$ cat config.mk
export PLATFORM = sky130hd
export DESIGN_NAME = alu_cmd_sequencer_flat
export DESIGN_NICKNAME = d
export VERILOG_FILES = /design/src/rtl/alu_cmd_sequencer_if.sv /design/src/rtl/alu_cmd_sequencer.sv /design/src/flat_wrapper.sv
export SDC_FILE = /design/constraint.sdc
export NUM_CORES = 1
export LEC_CHECK = 0
export CAP_MARGIN = 15
export CORE_MARGIN = 3
export CORE_UTILIZATION = 26
export DETAILED_ROUTE_END_ITERATION = 10
export PLACE_DENSITY = 0.41
export RECOVER_POWER = 50
export SLEW_MARGIN = 20
export SYNTH_ARGS = -nofsm -noshare
export SYNTH_HDL_FRONTEND = slang
export SYNTH_SLANG_ARGS = --single-unit
$ cat constraint.sdc
create_clock -name clk -period 2.61 [get_ports clk]
set_clock_uncertainty 0.05 [all_clocks]
set_input_delay 0.3915 -clock clk [delete_from_list [all_inputs] [get_ports clk]]
set_output_delay 0.3915 -clock clk [all_outputs]
set_load 0.02 [all_outputs]
$ cat src/rtl/alu_cmd_sequencer_if.sv
// Command and response valid/ready channels between a command source and alu_cmd_sequencer.
// The master modport is the command source; the slave modport is the sequencer.
interface alu_cmd_sequencer_if;
    logic       cmd_valid;
    logic       cmd_ready;
    logic [2:0] cmd_op;
    logic [3:0] cmd_a;
    logic [3:0] cmd_b;
    logic       cmd_chain;

    logic       rsp_valid;
    logic       rsp_ready;
    logic [3:0] rsp_result;
    logic       rsp_carry;
    logic       rsp_zero;
    logic       rsp_parity;
    logic [2:0] rsp_op;

    modport master (
        output cmd_valid, cmd_op, cmd_a, cmd_b, cmd_chain, rsp_ready,
        input  cmd_ready, rsp_valid, rsp_result, rsp_carry, rsp_zero, rsp_parity, rsp_op
    );

    modport slave (
        input  cmd_valid, cmd_op, cmd_a, cmd_b, cmd_chain, rsp_ready,
        output cmd_ready, rsp_valid, rsp_result, rsp_carry, rsp_zero, rsp_parity, rsp_op
    );
endinterface

$ cat src/rtl/alu_cmd_sequencer.sv
// FIFO-buffered command sequencer driving a 4-bit combinational ALU, one response per command.
// Define ALU_SEQ_CHAIN_EN to let a command take its operand a from the previous result.
module alu_cmd_sequencer #(
    parameter int DEPTH = 4,
    parameter int AW    = 2
) (
    input  logic                clk,
    input  logic                rst_n,
    alu_cmd_sequencer_if.slave  bus,
    output logic [3:0]          alu_a,
    output logic [3:0]          alu_b,
    output logic [2:0]          alu_s,
    input  logic [3:0]          alu_result,
    input  logic                alu_carryout,
    input  logic                alu_zero,
    input  logic                alu_parity,
    output logic [AW:0]         fifo_level,
    output logic                busy
);

    typedef enum logic [1:0] {
        IDLE = 2'd0,
        EXEC = 2'd1,
        RESP = 2'd2
    } state_t;

    typedef struct packed {
`ifdef ALU_SEQ_CHAIN_EN
        logic       chain;
`endif
        logic [2:0] op;
        logic [3:0] a;
        logic [3:0] b;
    } entry_t;

    localparam logic [AW:0] LEVEL_FULL = (AW + 1)'(DEPTH);

    state_t        state_q, state_d;
    logic [AW-1:0] wr_ptr_q, wr_ptr_d;
    logic [AW-1:0] rd_ptr_q, rd_ptr_d;
    logic [AW:0]   level_q, level_d;
    logic [3:0]    alu_a_q, alu_a_d;
    logic [3:0]    alu_b_q, alu_b_d;
    logic [2:0]    alu_s_q, alu_s_d;
    logic [3:0]    rsp_result_q, rsp_result_d;
    logic          rsp_carry_q, rsp_carry_d;
    logic          rsp_zero_q, rsp_zero_d;
    logic          rsp_parity_q, rsp_parity_d;
    logic [2:0]    rsp_op_q, rsp_op_d;
`ifdef ALU_SEQ_CHAIN_EN
    logic [3:0]    last_result_q, last_result_d;
`endif

    entry_t fifo_mem [DEPTH];
    entry_t wr_entry;
    entry_t rd_entry;
    logic   cmd_ready_int;
    logic   push;
    logic   pop;

    assign cmd_ready_int = (level_q != LEVEL_FULL);
    assign push          = bus.cmd_valid && cmd_ready_int;
    assign rd_entry      = fifo_mem[rd_ptr_q];

    always_comb begin
        wr_entry    = '0;
        wr_entry.op = bus.cmd_op;
        wr_entry.a  = bus.cmd_a;
        wr_entry.b  = bus.cmd_b;
`ifdef ALU_SEQ_CHAIN_EN
        wr_entry.chain = bus.cmd_chain;
`endif
    end

`ifndef ALU_SEQ_CHAIN_EN
    // Chain request has no effect in this build.
    logic unused_cmd_chain;
    assign unused_cmd_chain = bus.cmd_chain;
`endif

    always_comb begin
        // NOTE: every signal gets a default first, so no path through the case leaves a latch.
        state_d      = state_q;
        rd_ptr_d     = rd_ptr_q;
        wr_ptr_d     = push ? wr_ptr_q + 1'b1 : wr_ptr_q;
        level_d      = level_q;
        alu_a_d      = alu_a_q;
        alu_b_d      = alu_b_q;
        alu_s_d      = alu_s_q;
        rsp_result_d = rsp_result_q;
        rsp_carry_d  = rsp_carry_q;
        rsp_zero_d   = rsp_zero_q;
        rsp_parity_d = rsp_parity_q;
        rsp_op_d     = rsp_op_q;
`ifdef ALU_SEQ_CHAIN_EN
        last_result_d = last_result_q;
`endif
        pop          = 1'b0;

        case (state_q)
            IDLE: begin
                if (level_q != '0) begin
                    pop      = 1'b1;
                    rd_ptr_d = rd_ptr_q + 1'b1;
                    alu_a_d  = rd_entry.a;
`ifdef ALU_SEQ_CHAIN_EN
                    if (rd_entry.chain) alu_a_d = last_result_q;
`endif
                    alu_b_d  = rd_entry.b;
                    alu_s_d  = rd_entry.op;
                    state_d  = EXEC;
                end
            end
            EXEC: begin
                // Carry is only meaningful for add; other ops report 0.
                rsp_result_d = alu_result;
                rsp_carry_d  = (alu_s_q == 3'b000) ? alu_carryout : 1'b0;
                rsp_zero_d   = alu_zero;
                rsp_parity_d = alu_parity;
                rsp_op_d     = alu_s_q;
`ifdef ALU_SEQ_CHAIN_EN
                last_result_d = alu_result;
`endif
                state_d      = RESP;
            end
            RESP: begin
                if (bus.rsp_ready) state_d = IDLE;
            end
            default: state_d = IDLE;
        endcase

        case ({push, pop})
            2'b10:   level_d = level_q + 1'b1;
            2'b01:   level_d = level_q - 1'b1;
            default: level_d = level_q;
        endcase
    end

    always_ff @(posedge clk or negedge rst_n) begin
        if (!rst_n) begin
            state_q      <= IDLE;
            wr_ptr_q     <= '0;
            rd_ptr_q     <= '0;
            level_q      <= '0;
            alu_a_q      <= '0;
            alu_b_q      <= '0;
            alu_s_q      <= '0;
            rsp_result_q <= '0;
            rsp_carry_q  <= 1'b0;
            rsp_zero_q   <= 1'b0;
            rsp_parity_q <= 1'b0;
            rsp_op_q     <= '0;
`ifdef ALU_SEQ_CHAIN_EN
            last_result_q <= '0;
`endif
        end else begin
            // NOTE: non-blocking so every flop updates from the same pre-edge values.
            state_q      <= state_d;
            wr_ptr_q     <= wr_ptr_d;
            rd_ptr_q     <= rd_ptr_d;
            level_q      <= level_d;
            alu_a_q      <= alu_a_d;
            alu_b_q      <= alu_b_d;
            alu_s_q      <= alu_s_d;
            rsp_result_q <= rsp_result_d;
            rsp_carry_q  <= rsp_carry_d;
            rsp_zero_q   <= rsp_zero_d;
            rsp_parity_q <= rsp_parity_d;
            rsp_op_q     <= rsp_op_d;
`ifdef ALU_SEQ_CHAIN_EN
            last_result_q <= last_result_d;
`endif
        end
    end

    // NOTE: FIFO storage is not reset; the pointers and level alone decide which entries are live.
    always_ff @(posedge clk) begin
        if (push) fifo_mem[wr_ptr_q] <= wr_entry;
    end

    assign bus.cmd_ready  = cmd_ready_int;
    assign bus.rsp_valid  = (state_q == RESP);
    assign bus.rsp_result = rsp_result_q;
    assign bus.rsp_carry  = rsp_carry_q;
    assign bus.rsp_zero   = rsp_zero_q;
    assign bus.rsp_parity = rsp_parity_q;
    assign bus.rsp_op     = rsp_op_q;
    assign alu_a          = alu_a_q;
    assign alu_b          = alu_b_q;
    assign alu_s          = alu_s_q;
    assign fifo_level     = level_q;
    assign busy           = (state_q != IDLE);

endmodule

$ cat src/flat_wrapper.sv
// flat-port wrapper written by rule: the top's interface ports become plain ports
module alu_cmd_sequencer_flat 
#(
    parameter int DEPTH = 4,
    parameter int AW    = 2
)
  (clk, rst_n, alu_a, alu_b, alu_s, alu_result, alu_carryout, alu_zero, alu_parity, fifo_level, busy, bus_cmd_valid, bus_cmd_op, bus_cmd_a, bus_cmd_b, bus_cmd_chain, bus_rsp_ready, bus_cmd_ready, bus_rsp_valid, bus_rsp_result, bus_rsp_carry, bus_rsp_zero, bus_rsp_parity, bus_rsp_op);
  alu_cmd_sequencer_if bus_i ();
  input  logic clk;
  input  logic rst_n;
  output logic [3:0] alu_a;
  output logic [3:0] alu_b;
  output logic [2:0] alu_s;
  input  logic [3:0] alu_result;
  input  logic alu_carryout;
  input  logic alu_zero;
  input  logic alu_parity;
  output logic [AW:0] fifo_level;
  output logic busy;
  input wire logic [$bits(bus_i.cmd_valid)-1:0] bus_cmd_valid;
  input wire logic [$bits(bus_i.cmd_op)-1:0] bus_cmd_op;
  input wire logic [$bits(bus_i.cmd_a)-1:0] bus_cmd_a;
  input wire logic [$bits(bus_i.cmd_b)-1:0] bus_cmd_b;
  input wire logic [$bits(bus_i.cmd_chain)-1:0] bus_cmd_chain;
  input wire logic [$bits(bus_i.rsp_ready)-1:0] bus_rsp_ready;
  output wire logic [$bits(bus_i.cmd_ready)-1:0] bus_cmd_ready;
  output wire logic [$bits(bus_i.rsp_valid)-1:0] bus_rsp_valid;
  output wire logic [$bits(bus_i.rsp_result)-1:0] bus_rsp_result;
  output wire logic [$bits(bus_i.rsp_carry)-1:0] bus_rsp_carry;
  output wire logic [$bits(bus_i.rsp_zero)-1:0] bus_rsp_zero;
  output wire logic [$bits(bus_i.rsp_parity)-1:0] bus_rsp_parity;
  output wire logic [$bits(bus_i.rsp_op)-1:0] bus_rsp_op;
  assign bus_i.cmd_valid = bus_cmd_valid;
  assign bus_i.cmd_op = bus_cmd_op;
  assign bus_i.cmd_a = bus_cmd_a;
  assign bus_i.cmd_b = bus_cmd_b;
  assign bus_i.cmd_chain = bus_cmd_chain;
  assign bus_i.rsp_ready = bus_rsp_ready;
  assign bus_cmd_ready = bus_i.cmd_ready;
  assign bus_rsp_valid = bus_i.rsp_valid;
  assign bus_rsp_result = bus_i.rsp_result;
  assign bus_rsp_carry = bus_i.rsp_carry;
  assign bus_rsp_zero = bus_i.rsp_zero;
  assign bus_rsp_parity = bus_i.rsp_parity;
  assign bus_rsp_op = bus_i.rsp_op;
  alu_cmd_sequencer #(.DEPTH(DEPTH), .AW(AW)) u_core (.clk(clk), .rst_n(rst_n), .bus(bus_i), .alu_a(alu_a), .alu_b(alu_b), .alu_s(alu_s), .alu_result(alu_result), .alu_carryout(alu_carryout), .alu_zero(alu_zero), .alu_parity(alu_parity), .fifo_level(fifo_level), .busy(busy));
endmodule
# After elaboration in Yosys (flattened, before gate mapping)
# Memories as Yosys holds them, arrays and structs flattened. A register that Yosys moved wholly into a read port is not among the register bits.
# Index checks and enable logic that the tools add are counted.
# totals
memories	1
in_bits	23
out_inout_bits	27
ramBits	44
reg_bits	19
# memory_table
name	depth	width	read_ports	rd_ports_with_merged_regs	write_ports	line	rtl
u_core.fifo_mem	4	11	1	1	1	alu_cmd_sequencer.sv:54	entry_t fifo_mem [DEPTH];
# classes
mux	9
n_reduce_logical	9
n_eq_ne	7
addsub	4
# ops
operator	n
one-hot mux 2 bit (3 select lines)	1
one-hot mux 3 bit (2 select lines)	1
2-to-1 mux 1 bit	5
adder 2 x 1 -> 2 bit, second input constant	2
equality test 2 x 1 -> 1 bit, second input constant	2
equality test 2 bit, second input constant	2
2-to-1 mux 2 bit	2
AND reduction 2 bit	2
nonzero test 2 bit	2
adder 3 x 1 -> 3 bit, second input constant	1
zero test 3 bit	1
inequality test 3 bit, second input constant	1
nonzero test 3 bit	1
subtractor 3 x 1 -> 3 bit, second input constant	1
zero test 2 bit	1
inequality test 2 x 1 -> 1 bit, second input constant	1
inequality test 2 bit, second input constant	1
logical AND 1 bit	1
zero test 1 bit	1

# Longest topological paths before layout
# Gate-level depths: netlist (run 1).
# logic_depth
ltp_word	5
depth_mapped	9

# Worst setup path after synthesis (run 1)
# No wires, ideal clock.
# synth_timing
path_kind	reg2reg
start	register u_core.level_q[0] (netlist: u_core.fifo_level[0])
end	register u_core.level_q[2] (netlist: u_core.fifo_level[2])
path_stages_with_launch	10
setup_time_ps	80
required_time_ps	2480
slack_ps	326
arrival_time_ps	2154
cell_sequence	dfrtp_1 -> or3b_4 -> and2_4 -> inv_1 -> ha_1 -> inv_1 -> fa_1 -> xor2_1 -> nor2_1 -> xor2_1
# synth_via
word_cells_on_any_way	11
cone_classes	add/sub: 2; eq/ne: 3; mux: 3; reduce/logical: 3
# synth_lines
element	line	rtl
from (decl)	alu_cmd_sequencer.sv:41	logic [AW:0] level_q, level_d;
from (signal assigned)	alu_cmd_sequencer.sv:161	level_q <= level_d;
inequality test 3 bit *	alu_cmd_sequencer.sv:61	assign cmd_ready_int = (level_q != LEVEL_FULL);
via bus_cmd_ready	flat_wrapper.sv:26	output wire logic [$bits(bus_i.cmd_ready)-1:0] bus_cmd_ready;
logical AND 1 bit *	alu_cmd_sequencer.sv:62	assign push = bus.cmd_valid && cmd_ready_int;
equality test 2 x 1 -> 1 bit / equality test 2 bit (equally long branches)	alu_cmd_sequencer.sv:132	case ({push, pop})
one-hot mux 3 bit (2 select lines) / nonzero test 2 bit (equally long branches)	--	
# The timed path passes the listed nets; every way through them passes the cells marked *.
# A chain may end at the register's enable or synchronous reset.

# Worst setup path in the final report (run 1)
# layout_timing
start	register u_core.level_q[0] (netlist: u_core.fifo_level[0])
end	register u_core.level_q[2] (netlist: u_core.fifo_level[2])
# layout_via
elab_chain_cells	5
word_cells_on_any_way	11
cone_classes	add/sub: 2; eq/ne: 3; mux: 3; reduce/logical: 3
# layout_rtl
element	line	rtl
nonzero test 3 bit	alu_cmd_sequencer.sv:102	if (level_q != '0) begin
2-to-1 mux 1 bit	alu_cmd_sequencer.sv:102	
2-to-1 mux 1 bit	alu_cmd_sequencer.sv:100	case (state_q)
equality test 2 x 1 -> 1 bit / equality test 2 bit (equally long branches)	alu_cmd_sequencer.sv:132	
one-hot mux 3 bit (2 select lines) / nonzero test 2 bit (equally long branches)	--	
# Several ways; a longest one is shown, not always the timed one.

==> results.json, run 1 <==
{
  "routed_wl_um": 5620,
  "r2r_cells": 9,
  "grt_pass1_wl_um": 9030,
  "synth_top_area_cell": "edfxtp_1",
  "die_w_um": 112,
  "violations": "capacitance limit, slew limit",
  "criticalPathCategory": "flop to flop",
  "final_area_um2": 3700,
  "start_kind": "flop",
  "grt_usage": 0.0960,
  "clkLatencyLatePin_ns": 0.34,
  "core_area_um2": 10900,
  "syn_to_final_growth_pct": 27.1,
  "fp.dieArea_um2": 12500,
  "maxCapViolations": 1,
  "layout-drive-gt1-share": 0.209,
  "synth_cell_types": 28,
  "fin_tns_setup_ns": 0,
  "std_cell_rows": 38,
  "first_global_vias": 1603,
  "fmax_ghz": 0.425,
  "antenna_cells": 0,
  "crit-reg2reg-launch": "u_core.fifo_level[0]",
  "postCtsHoldBufs": 0,
  "hold_viol": 0,
  "finalSetupViolCount": 0,
  "cts_resized": 0,
  "viasPerCell": 4.13,
  "vias": 1450,
  "place_area_um2": 3560,
  "die_y_um": 112,
  "critPathRequiredTime_ns": 2.82,
  "outcome": "finished with violations",
  "cts_setup_buffers": 0,
  "syn_area_per_cell_um2": 19.7,
  "clk_path_buf_depth": 2,
  "ant_nets": 0,
  "crit_start": "u_core.fifo_level[0]",
  "synth_edf_count": 44,
  "mostFrequentLayoutCell": "edfxtp_1",
  "synth_fp_nets": 177,
  "finalNetCount": 235,
  "clockRootBuffer": "clkbuf_8",
  "port_buffers": 48,
  "wl_per_cell_um": 16.0,
  "end_kind": "flop",
  "cts.sinks": 74,
  "place.gp.congestion": 0.678,
  "grt_remaining_overflow": 0,
  "dr.pass1.iters": 3,
  "r2r_slack_ns": 0.26,
  "cts.clk_slew.worst_paths_ns": 0.07,
  "drv_slew": 31,
  "antenna_found_initial": 0,
  "cts_tree": "done",
  "synth_seq_area_share": 0.711,
  "synth_seq_cells": 74,
  "arrival_ns": 2.56,
  "finalCritPeriodShare": 0.901,
  "final_core_util": 0.340,
  "start_util": 0.268,
  "cts_max_level": 3,
  "drc_errors": 0,
  "vdd_ir_drop_max_v": 0.000540,
  "hold_path.class": "flop to flop",
  "synthFlopType": "edfxtp_1",
  "ios": 50,
  "crit_fanout": 6,
  "yosys-top-cells-area": "edfxtp_1 45%, dfrtp_1 26%, mux4_2 7.7%",
  "power.density_nw_per_um2": 1230,
  "min_from": "u_core.bus.rsp_carry",
  "tightest_slew_ns": 1.78,
  "grt_max_degree": 31,
  "slew-limit-headroom": -0.187,
  "min_to": "u_core.bus.rsp_carry",
  "hold_depth": 2,
  "final_cell_mix": "44 x edfxtp_1, 37 x clkdlybuf4s50_1, 30 x dfrtp_1, 11 x mux2_2, 11 x dlygate4sd3_1",
  "synthCells": 148,
  "dr.first_iter.drc_count": 45,
  "ys_warn_count": 0,
  "synth_top_area_share": 0.453,
  "netlist_area_um2": 2920,
  "cts_buffers": 9,
  "synth-async-reset-ratio": 0.405,
  "dpl.hpwl_um": 3650,
  "rsz0062_at_grt": "no",
  "fin_crit_ns": 2.35,
  "worst_r2r_endpoint": "u_core.fifo_level[2]",
  "leakagePower_nw": 1.39
}
## layout make-up
class                   count  area [um^2]
fillers                  1029         7180
flip-flops and latches     74         2070
multi-input cells          63          778
repair buffers             51          499
well taps                 140          175
clock buffers              12          135
inverters                   7         26.3
clock inverters             4         18.8
## synth_stat cells, types with 2 or more instances
cell type,number
and3_1,4
nor2_1,2
mux2_2,11
inv_1,7
buf_6,2
xor2_1,4
mux4_2,10
xnor2_1,2
o21ai_0,2
mux2_4,9
dfrtp_1,30
edfxtp_1,44
ha_1,5
nand2b_1,2
## critical path, cell delays in order (launching register included)
cell and delay, ns:
dfrtp_1 0.44, or3b_1 0.48, and2_4 0.21, inv_1 0.05, ha_1 0.17, inv_1 0.06, fa_1 0.38, xor2_1 0.15
nor2_1 0.11, xor2_1 0.16
## sequential cells by signal (all words and copies together), names as in the netlist, 3 cells and up
register,cells
u_core.bus.rsp_op,3
u_core.fifo_level,3
u_core.alu_b,4
u_core.fifo_mem,44
u_core.bus.rsp_result,4
u_core.alu_s,3
u_core.alu_a,4
## cell families (layout without fill, tap and decap cells)
family | Yosys count | after routing | synth area share
buffers and inverters | 11 | 74 | 0.0197
adder cells (fa/ha/maj) | 6 | 6 | 0.0283
AND/OR/NAND/NOR | 16 | 16 | 0.0373
XOR/XNOR | 6 | 6 | 0.0180
AO/OA/AOI/OAI | 2 | 2 | 0.00343
flip-flops | 74 | 74 | 0.711
multiplexers | 33 | 33 | 0.182
## routing by layer
metal	wire length, um	vias up	GRT usage
li1	-	671	-
met2	2840	48	0.159
met3	337	3	0.0402
met4	24	0	0.0300
met1	2410	728	0.114
met5	0	-	0
## worst max-delay path by stage
stage,slack [ns],endpoint
detailed placement,0.32,u_core.fifo_level[2]
floorplan,0.33,u_core.fifo_level[2]
global route,0.11,u_core.rd_ptr_q[1]
finish,0.26,u_core.fifo_level[2]
global placement,0.42,u_core.fifo_level[2]
CTS,0.28,u_core.fifo_level[2]
## power breakdown
| part | switching, mW | internal, mW |
|---|---|---|
| Combinational | 0.859 | 1.05 |
| Sequential | 0.264 | 1.65 |
| Clock | 0.391 | 0.337 |
## metrics by stage
| step | power (mW) | cells | hold slack (ns) | worst slack (ns) |
|---|---|---|---|---|
| finish | 4.55 | 351 | 0.443 | 0.258 |
| global route | 4.83 | 351 | 0.470 | 0.114 |
| CTS | 4.65 | 351 | 0.412 | 0.283 |
| detailed placement | 3.91 | 335 | 0.430 | 0.322 |
| global placement | 3.84 | 335 | 0.421 | 0.421 |
| floorplan | 3.15 | 148 | 0.0459 | 0.326 |
Note: power is estimated with default switching activity, not from simulation.
==> inputs of run 2 (changes only) <==
CTS_BUF_LIST = sky130_fd_sc_hd__clkbuf_4 sky130_fd_sc_hd__clkbuf_8   (was default)
==> run 2 against run 1 <==
Against the previous run:
- critical path depth unchanged
- via count down 0.14%
- the run still ends with capacitance limit, slew limit left
- worst hold slack did not move
- critical path type unchanged
- first-iteration DRC count down 2.2%
==> results.json, run 2 (same netlist as run 1, synthesis figures left out) <==
{
  "grt_usage": 0.0959,
  "largest_register": "u_core.fifo_mem",
  "cts_setup_buffers": 0,
  "cts.sinks": 74,
  "end_kind": "flop",
  "grt_max_degree": 31,
  "syn_to_final_growth_pct": 27.5,
  "dr.first_iter.drc_count": 44,
  "slew-limit-headroom": -0.187,
  "fp.dieArea_um2": 12500,
  "hold_viol": 0,
  "outcome": "finished with violations",
  "port_buffers": 48,
  "worst-path-buf-inv": 2,
  "hold_path.class": "flop to flop",
  "tightest_slew_ns": 1.78,
  "final_cell_mix": "44 x edfxtp_1, 37 x clkdlybuf4s50_1, 30 x dfrtp_1, 11 x mux2_2, 11 x dlygate4sd3_1",
  "cp_top_family": "simple AND/OR/NAND/NOR gates",
  "worst_r2r_endpoint": "u_core.fifo_level[2]",
  "start_util": 0.268,
  "fin_crit_ns": 2.35,
  "cts.clk_slew.worst_paths_ns": 0.07,
  "r2r_cells": 9,
  "fin_tns_setup_ns": 0,
  "critPathRequiredTime_ns": 2.82,
  "wl_per_cell_um": 16.0,
  "die_w_um": 112,
  "arrival_ns": 2.56,
  "drv_slew": 31,
  "finalNetCount": 235,
  "place.gp.congestion": 0.678,
  "grt_pass1_wl_um": 9010,
  "cp_slowest_cell": "or3b_1",
  "min_from": "u_core.bus.rsp_carry",
  "first_global_vias": 1600,
  "clkLatencyLatePin_ns": 0.34,
  "clk_path_buf_depth": 2,
  "min_to": "u_core.bus.rsp_carry",
  "postCtsHoldBufs": 0,
  "critPathMaxStageDelay_ns": 0.48,
  "cts_resized": 0,
  "core_area_um2": 10900,
  "total_power_mw": 4.57,
  "leakagePower_nw": 1.40,
  "start_kind": "flop",
  "cts_max_level": 3,
  "ios": 50,
  "ant_nets": 0,
  "die_y_um": 112,
  "cts_buffers": 9,
  "std_cell_rows": 38,
  "dr.pass1.iters": 3,
  "dpl.hpwl_um": 3650,
  "vdd_ir_drop_max_v": 0.000539,
  "rsz0062_at_grt": "no",
  "antenna_found_initial": 0,
  "fmax_ghz": 0.425,
  "finalCritPeriodShare": 0.901,
  "finalSetupViolCount": 0,
  "drc_errors": 0,
  "path_cells": "or3b_1, and2_4, inv_1, ha_1, inv_1, fa_1, xor2_1, nor2_1, xor2_1",
  "mostFrequentLayoutCell": "edfxtp_1",
  "fillCellCount": 1028,
  "crit-reg2reg-launch": "u_core.fifo_level[0]",
  "r2r_slack_ns": 0.26,
  "grt_remaining_overflow": 0,
  "clockRootBuffer": "clkbuf_8",
  "viasPerCell": 4.13,
  "routed_wl_um": 5620,
  "layout-drive-gt1-share": 0.223,
  "maxCapViolations": 1,
  "largest_reg_flops": 44,
  "antenna_cells": 0,
  "vias": 1448,
  "violations": "capacitance limit, slew limit",
  "criticalPathCategory": "flop to flop",
  "crit_start": "u_core.fifo_level[0]",
  "power.density_nw_per_um2": 1230,
  "cts_tree": "done",
  "hold_depth": 2,
  "crit_fanout": 6
}
-- run 2: cell types whose count changed in the layout (fill, tap and decap cells not counted) --
cell	delta
clkbuf_4	+3
clkbuf_1	-3
-- run 2: worst max-delay path by stage --
| stage | end | slack (ns) | depth (start not counted) |
|---|---|---|---|
| floorplan | u_core.fifo_level[2] | 0.33 | 9 |
| global placement | u_core.fifo_level[2] | 0.42 | 9 |
| detailed placement | u_core.fifo_level[2] | 0.32 | 9 |
| CTS | u_core.fifo_level[2] | 0.28 | 9 |
| global route | u_core.rd_ptr_q[1] | 0.11 | 2 |
| finish | u_core.fifo_level[2] | 0.26 | 9 |
-- run 2: final cells by class --
class                      count  area [um^2]  area share
sequential                    74         2070       0.558
multi-input combinational     63          778       0.209
timing repair buffer          51          499       0.134
tap                          140          175      0.0471
clock buffer                  12          146      0.0394
inverter                       7         26.3     0.00707
clock inverter                 4         18.8     0.00505
-- run 2: metal layers --
| layer | share of wire | global-route usage | wire (um) |
|---|---|---|---|
| met1 | 0.43 | 0.114 | 2420 |
| met4 | 0.0043 | 0.0300 | 24 |
| met3 | 0.060 | 0.0402 | 337 |
| met2 | 0.51 | 0.159 | 2840 |
| met5 | 0 | 0 | 0 |
-- run 2: through the flow --
stage / utilization / instances / setup WS [ns] / hold WS [ns] / cell area (um^2)
6_report: 0.341 / 351 / 0.258 / 0.443 / 3720
3_3_place_gp: 0.327 / 335 / 0.421 / 0.421 / 3560
5_1_grt: 0.341 / 351 / 0.114 / 0.470 / 3720
2_1_floorplan: - / 148 / 0.326 / 0.0459 / 2920
3_5_place_dp: 0.327 / 335 / 0.322 / 0.430 / 3560
4_1_cts: 0.342 / 351 / 0.283 / 0.412 / 3730
-- run 2: worst register-to-register path, cell delays in order, from the launching register on --
cell     delay [ns]
dfrtp_1        0.44
or3b_1         0.48
and2_4         0.21
inv_1          0.05
ha_1           0.17
inv_1          0.06
fa_1           0.38
xor2_1         0.15
nor2_1         0.11
xor2_1         0.16
-- run 2: power by group --
| group | total [mW] | leakage (nW) | internal (mW) | switching, mW |
|---|---|---|---|---|
| Sequential | 1.91 | 0.757 | 1.65 | 0.264 |
| Clock | 0.759 | 0.0834 | 0.368 | 0.391 |
| Combinational | 1.90 | 0.558 | 1.05 | 0.859 |
==> inputs of run 3 (changes only) <==
CTS_CLUSTER_SIZE = 8   (was default)
SLEW_MARGIN = 15   (was 20)
==> results of run 3 <==
No change in the layout: final DEF, timing and power equal those of run 2.
